==> src/rtl/mem_access_unit.sv <==
// rtl/mem_access_unit.sv - MEM pipeline stage: blocking data-memory access with timeout and MEM-to-WB register
module mem_access_unit #(
  parameter logic [7:0]  TIMEOUT   = 8'd255,
  parameter logic [31:0] BASE_ADDR = 32'd1024
) (
  input  logic        clk,
  input  logic        rst,
  input  logic        WB_EN_IN,
  input  logic        MEM_R_EN_IN,
  input  logic        MEM_W_EN_IN,
  input  logic [31:0] ALUResIn,
  input  logic [31:0] STValIn,
  input  logic [4:0]  destIn,
  output logic        mem_req,
  output logic        mem_we,
  output logic [31:0] mem_addr,
  output logic [31:0] mem_wdata,
  input  logic [31:0] mem_rdata,
  input  logic        mem_ready,
  output logic        freeze,
  output logic        WB_EN,
  output logic        MEM_R_EN,
  output logic [31:0] ALURes,
  output logic [31:0] MemRead,
  output logic [4:0]  dest,
  output logic        err
);

  typedef enum logic {IDLE, ACCESS} state_t;

  state_t      state, state_n;
  logic [7:0]  cnt;
  logic        acc_wb_en, acc_rd;
  logic [31:0] acc_alu;
  logic [4:0]  acc_dest;

  logic mem_op, misaligned;
  logic start, retire_in, retire_acc, abort;

  assign mem_op     = MEM_R_EN_IN | MEM_W_EN_IN;
  assign misaligned = (ALUResIn[1:0] != 2'b00);

  always_ff @(posedge clk) begin
    if (!rst) state <= IDLE;
    else      state <= state_n;
  end

  // Outputs are gated by reset so an in-flight access drops immediately.
  always_comb begin
    state_n    = state;
    freeze     = 1'b0;
    mem_req    = 1'b0;
    start      = 1'b0;
    retire_in  = 1'b0;
    retire_acc = 1'b0;
    abort      = 1'b0;
    case (state)
      IDLE: begin
        if (mem_op && !misaligned) begin
          freeze  = 1'b1;
          start   = 1'b1;
          state_n = ACCESS;
        end else begin
          retire_in = 1'b1;
        end
      end
      ACCESS: begin
        mem_req = 1'b1;
        if (mem_ready) begin
          retire_acc = 1'b1;
          state_n    = IDLE;
        end else if (cnt == TIMEOUT - 8'd1) begin
          abort   = 1'b1;
          state_n = IDLE;
        end else begin
          freeze = 1'b1;
        end
      end
      default: state_n = IDLE;
    endcase
    if (!rst) begin
      freeze  = 1'b0;
      mem_req = 1'b0;
    end
  end

  always_ff @(posedge clk) begin
    if (!rst) begin
      cnt       <= 8'd0;
      err       <= 1'b0;
      mem_we    <= 1'b0;
      mem_addr  <= 32'd0;
      mem_wdata <= 32'd0;
      acc_wb_en <= 1'b0;
      acc_rd    <= 1'b0;
      acc_alu   <= 32'd0;
      acc_dest  <= 5'd0;
      WB_EN     <= 1'b0;
      MEM_R_EN  <= 1'b0;
      ALURes    <= 32'd0;
      MemRead   <= 32'd0;
      dest      <= 5'd0;
    end else begin
      if (start) begin
        mem_we    <= MEM_W_EN_IN;
        mem_addr  <= (ALUResIn - BASE_ADDR) >> 2;
        mem_wdata <= STValIn;
        acc_wb_en <= WB_EN_IN;
        acc_rd    <= MEM_R_EN_IN & ~MEM_W_EN_IN;
        acc_alu   <= ALUResIn;
        acc_dest  <= destIn;
        cnt       <= 8'd0;
      end
      // Bubble into WB while stalled; data fields keep their last value.
      if (freeze) begin
        WB_EN    <= 1'b0;
        MEM_R_EN <= 1'b0;
        if (state == ACCESS) cnt <= cnt + 8'd1;
      end
      if (retire_in) begin
        WB_EN    <= WB_EN_IN;
        MEM_R_EN <= MEM_R_EN_IN & ~MEM_W_EN_IN;
        ALURes   <= ALUResIn;
        MemRead  <= 32'd0;
        dest     <= destIn;
        if (mem_op) err <= 1'b1;
      end
      if (retire_acc || abort) begin
        WB_EN    <= acc_wb_en;
        MEM_R_EN <= acc_rd;
        ALURes   <= acc_alu;
        MemRead  <= (retire_acc && acc_rd) ? mem_rdata : 32'd0;
        dest     <= acc_dest;
        cnt      <= 8'd0;
        if (abort) err <= 1'b1;
      end
    end
  end

endmodule

==> config.mk <==
export PLATFORM = sky130hd
export DESIGN_NAME = mem_access_unit
export DESIGN_NICKNAME = d
export VERILOG_FILES = /design/src/rtl/mem_access_unit.sv
export SDC_FILE = /design/constraint.sdc
export NUM_CORES = 1
export LEC_CHECK = 0
export ABC_CLOCK_PERIOD_IN_PS = 3500
export BUFFER_PORTS_ARGS = -buffer_cell sky130_fd_sc_hd__buf_4
export CORE_ASPECT_RATIO = 1.25
export CORE_MARGIN = 2
export CORE_UTILIZATION = 30
export CTS_CLUSTER_DIAMETER = 30
export DETAILED_ROUTE_END_ITERATION = 12
export GPL_TIMING_DRIVEN = 1
export PLACE_DENSITY = 0.52
export SLEW_MARGIN = 20
export SYNTH_ARGS = -nofsm -noshare
export SYNTH_HDL_FRONTEND = slang
export SYNTH_SLANG_ARGS = --single-unit
==> constraint.sdc <==
create_clock -name clk -period 3.5 [get_ports clk]
set_input_delay 0.35 -clock clk [delete_from_list [all_inputs] [get_ports clk]]
set_output_delay 0.35 -clock clk [all_outputs]
set_load 0.02 [all_outputs]
* Yosys cells after proc, flatten, opt, wreduce, memory -nomap -nowiden
Cells that the tools add are included.
** Storage, ports and cells
- Bits in registers :: 183
- Bits in latches :: 0
- Bits in writable memories :: 0
- ROM bits :: 0
- Input bits :: 107
- Output and inout bits :: 139
- Logic and storage cells :: 65
- Memories :: 0
** Operators by class
- Add/sub/neg operators :: 2
- Multiply operators :: 0
- Divide/modulo/power cells :: 0
- $lt $le $gt $ge :: 0
- Eq/ne operators :: 1
- Shift-type cells :: 0
- Multiplexer cells :: 34
- Bitwise gates (word level) :: 5
- Reductions and logical operators :: 8
** Operators with widths (number)
- $mux W32 :: 5
- $sub A32 B11 Y32 const B :: 1
- $mux W8 :: 3
- $mux W1 :: 23
- $mux W5 :: 2
- $add A8 B1 Y8 const B :: 1
- $eq A8 B8 Y1 const B :: 1
- $reduce_bool A2 Y1 :: 2
- $not A1 Y1 :: 3
- $reduce_bool A3 Y1 :: 1
- $logic_and A1 B1 Y1 :: 2
- $pmux W1 S2 :: 1
- $reduce_or A2 Y1 :: 1
- $and A1 B1 Y1 :: 1
- $logic_not A1 Y1 :: 1
- $logic_or A1 B1 Y1 :: 1
- $or A1 B1 Y1 :: 1

* Longest topological paths before layout
- Depth in word-level cells :: 9
- Mapped depth :: 8
- Gate-level depth less buffers :: 6

* Worst setup path after synthesis
Ideal clock, no wire load.
- Path kind :: register to output
- From :: register cnt[0]
- To :: output port freeze
- Arrival :: 1.971 ns
- Required time :: 3.150 ns
- Setup slack :: 1.179 ns
- Cell stages (with the launch flop) :: 7
- Cells stage by stage :: dfxtp_1 > inv_1 > ha_1 > and4_1 > a22oi_1 > nor3b_1 > clkbuf_1
** On the way
- Cells in the longest elaborated chain, start to end :: 5
** Ends and longest elaborated chain
- from (decl) :: line 32 : logic [7:0] cnt;
- from (signal assigned) :: line 118 : if (state == ACCESS) cnt <= cnt + 8'd1;
- $eq A8 B8 Y1 :: line 72 : end else if (cnt == TIMEOUT - 8'd1) begin
- $mux W1 :: line 72
- $mux W1 :: line 69 : if (mem_ready) begin
- $pmux W1 S2 :: line 57 : case (state)
- $mux W1 :: line 81 : if (!rst) begin
- to (decl) :: line 20 : output logic freeze,
Every way passes these cells.

* Worst setup path in the final report
Same ends and word-level chain as after synthesis.

==> metrics.cfg <==
[floorplan]
core_area_um2 = 22100
fp.dieW_um = 137
rows = 61
top_level_ports = 246
dieArea_um2 = 23500
fp.dieH_um = 171
start_util_pct = 30.2

[synthesis]
yosys-top-cells-area = dfxtp_1 (53%), nand2_1 (8.1%), a21oi_1 (6.3%)
synth_area_leader_cell = dfxtp_1
yosysWarnings = 0
syn_area_um2 = 6670
synth-edff-count = 0
synth_top_area_share_pct = 52.5
netlist_instances = 729
synthArstFlopShare_pct = 0
synth_most_common_cell = dfxtp_1
yosysSeqAreaShare_pct = 52.5
synthTopCellsByCount = dfxtp_1 (175), nand2_1 (144), a21oi_1 (84)
avgSynthCellArea_um2 = 9.15
synth.distinct_cells = 53
ys.flop_type = dfxtp_1
synth_seq_cells = 175

[global_route]
grt_pass1_wl_um = 31100
grt_pass1_vias = 5670
track_usage_pct = 17.0
antenna_found_initial = 0
grt_max_degree = 118
grt_overflow = 0

[timing]
postLayoutSetupSlackWorst_ns = 0.692
final.setup_skew_ns = 0.0105
hold_violations = 0
period_share_pct = 80.2
setup_tns_ns = 0
drv_slew = 0
rsz0062_at_grt = false
max_freq_mhz = 356
relSlewSlack_pct = 45.3
tightest_slew_ns = 0.820
min_period_ns = 2.81
whs_ns = 0.128
setup_viol = 0

[drt]
first_pass_iters = 5
drt-total-wl_um = 20700
vias = 6096
routedWlPerCell_um = 16.8
drtIter0Drc = 353
drcViolationCount = 0
ant_nets = 0
via_per_inst = 4.94

[worst_hold_path]
min_path_type = primary input to register
min_from = mem_rdata[8]

[clocking]
cts_buffer_depth = 2
cts_tree = done
cts-resized-gates = 0
cts_setup_buffers = 0
ctsHoldBuffers = 0
htreeDepth = 4
cts.sinks = 175
cts-root-buf = clkbuf_16
insertion_delay_ns = 0.43
path_clk_slew_ns = 0.07
cts_buffers = 17

[pwr]
power_frac_comb_pct = 12.3
leakage_nw = 4.07
p_clk_share_pct = 44.7
power_w = 0.00498
ir_drop_mv = 0.308
power.switching_w = 0.00125
powerDensity_nw_per_um2 = 531
switching_share_pct = 25.1
seq_power_share_pct = 43.0
internal-power_w = 0.00373

[placed_design]
pre_cts_ws_ns = 1.03
dpl_cell_area_um2 = 8680
io_buffer_count = 243
place.gp.congestion = 0.778
dpl.hpwl_um = 13600

[cells_and_area]
final_area_um2 = 9380
drive_above_1_share_pct = 32.4
multi_input_area_um2 = 2840
area_growth_pct = 40.6
final_nets = 1048
num-fill-cells = 2220
num_antenna_cells = 0
seqCellArea_um2 = 3500

[setup_path]
arrival_ns = 2.46
reg2reg_slack_ns = 1.00
crit_path_max_fanout = 15
cp-start-kind = register
r2r-end = MemRead[4]$_SDFFE_PN0P_
r2r_cells = 8
endpoint_kind = primary output
worst-setup-path-type = register to primary output
r2r_start = cnt[0]$_SDFF_PP0_
cp-startpoint = cnt[0]$_SDFF_PP0_
required_ns = 3.15
crit_path_end = freeze

[status]
status = finished, final reports clean

[run]
maxCapViolCount = 0

==> worst max-delay path: stages, from the launching register on <==
cell     delay (ns)
dfxtp_1        0.38
inv_1          0.08
ha_1           0.20
and4_1         0.18
a22oi_1        0.47
nor3b_2        0.30
buf_4          0.25
buf_4          0.17
==> worst min path at each step <==
| stage | end | slack, ns | cells past startpoint |
|---|---|---|---|
| detailed placement | acc_alu[15]$_SDFFE_PN0P_ | 0.44 | 2 |
| floorplan | acc_alu[10]$_SDFFE_PN0P_ | 0.43 | 2 |
| CTS | MemRead[18]$_SDFFE_PN0P_ | 0.11 | 2 |
| global placement | acc_alu[26]$_SDFFE_PN0P_ | 0.44 | 2 |
| finish | MemRead[8]$_SDFFE_PN0P_ | 0.13 | 2 |
| global route | MemRead[19]$_SDFFE_PN0P_ | 0.11 | 2 |
==> layer usage <==
| metal | vias to the layer above | share of wire [%] | wire length [um] | global-route usage (%) |
|---|---|---|---|---|
| li1 | 3026 | - | - | - |
| met1 | 2884 | 43 | 8930 | 21.0 |
| met2 | 168 | 50 | 10300 | 29.3 |
| met3 | 18 | 5.5 | 1140 | 3.91 |
| met4 | 0 | 1.5 | 316 | 5.29 |
| met5 | - | 0 | 0 | 0 |
==> power by group through the flow <==
stage               Clock [W]  Sequential (W)  Combinational, W
finish                0.00222         0.00214          0.000614
global route          0.00238         0.00215          0.000662
CTS                   0.00229         0.00214          0.000624
detailed placement          0         0.00219          0.000622
global placement            0         0.00219          0.000620
floorplan                   0         0.00226          0.000223
==> cells in the final DEF (no fill, tap or decap), types with 3 or more instances in the layout <==
master	netlist	layout
a211oi_1	6	6
a21oi_1	84	84
a221o_1	34	34
a22o_1	32	32
a31oi_1	7	7
and3_1	41	41
buf_12	0	3
buf_4	10	254
bufinv_16	0	6
clkbuf_16	0	17
dfxtp_1	175	175
ha_1	3	3
inv_1	5	5
nand2_1	144	144
nand3_1	6	6
nand3b_1	4	4
nand4_1	8	8
nor2_1	18	18
nor3_1	6	5
nor3b_1	5	4
nor4_1	3	3
o21ai_0	25	25
o31ai_1	4	4
or3_1	4	3
or3_2	3	4
xor2_1	9	9
==> flip-flops by register name, summed over array words and instances (netlist names), 5 cells and up <==
register,count
ALURes,32
MemRead,32
acc_alu,32
acc_dest,5
cnt,8
dest,5
mem_addr,22
mem_wdata,32
==> cell families after synthesis <==
kind of cell | share of synthesized area (%)
AOI/OAI and AO/OA | 21.0
xor gates and xnor gates | 1.44
adders and majority gates | 0.563
buffers and inverters | 5.29
DFF | 52.5
muxes | 0.150
other | 0.0562
and+or+nand+nor | 18.9
==> cell type report <==
cell class / instances / area share (%)
Sequential cell: 175 / 37.4
Multi-Input combinational cell: 481 / 30.2
Inverter: 6 / 0.254
Clock inverter: 14 / 2.70
Timing Repair Buffer: 257 / 21.0
Tap cell: 283 / 3.78
Clock buffer: 18 / 4.68
==> per-stage QoR <==
step / std cells / utilization [%]
after floorplan: 730 / -
after CTS: 1234 / 42.5
after detailed placement: 1202 / 39.4
after global placement: 1202 / 39.4
final: 1234 / 42.5
after global routing: 1234 / 42.5
Note: power is estimated with default switching activity, not from simulation.
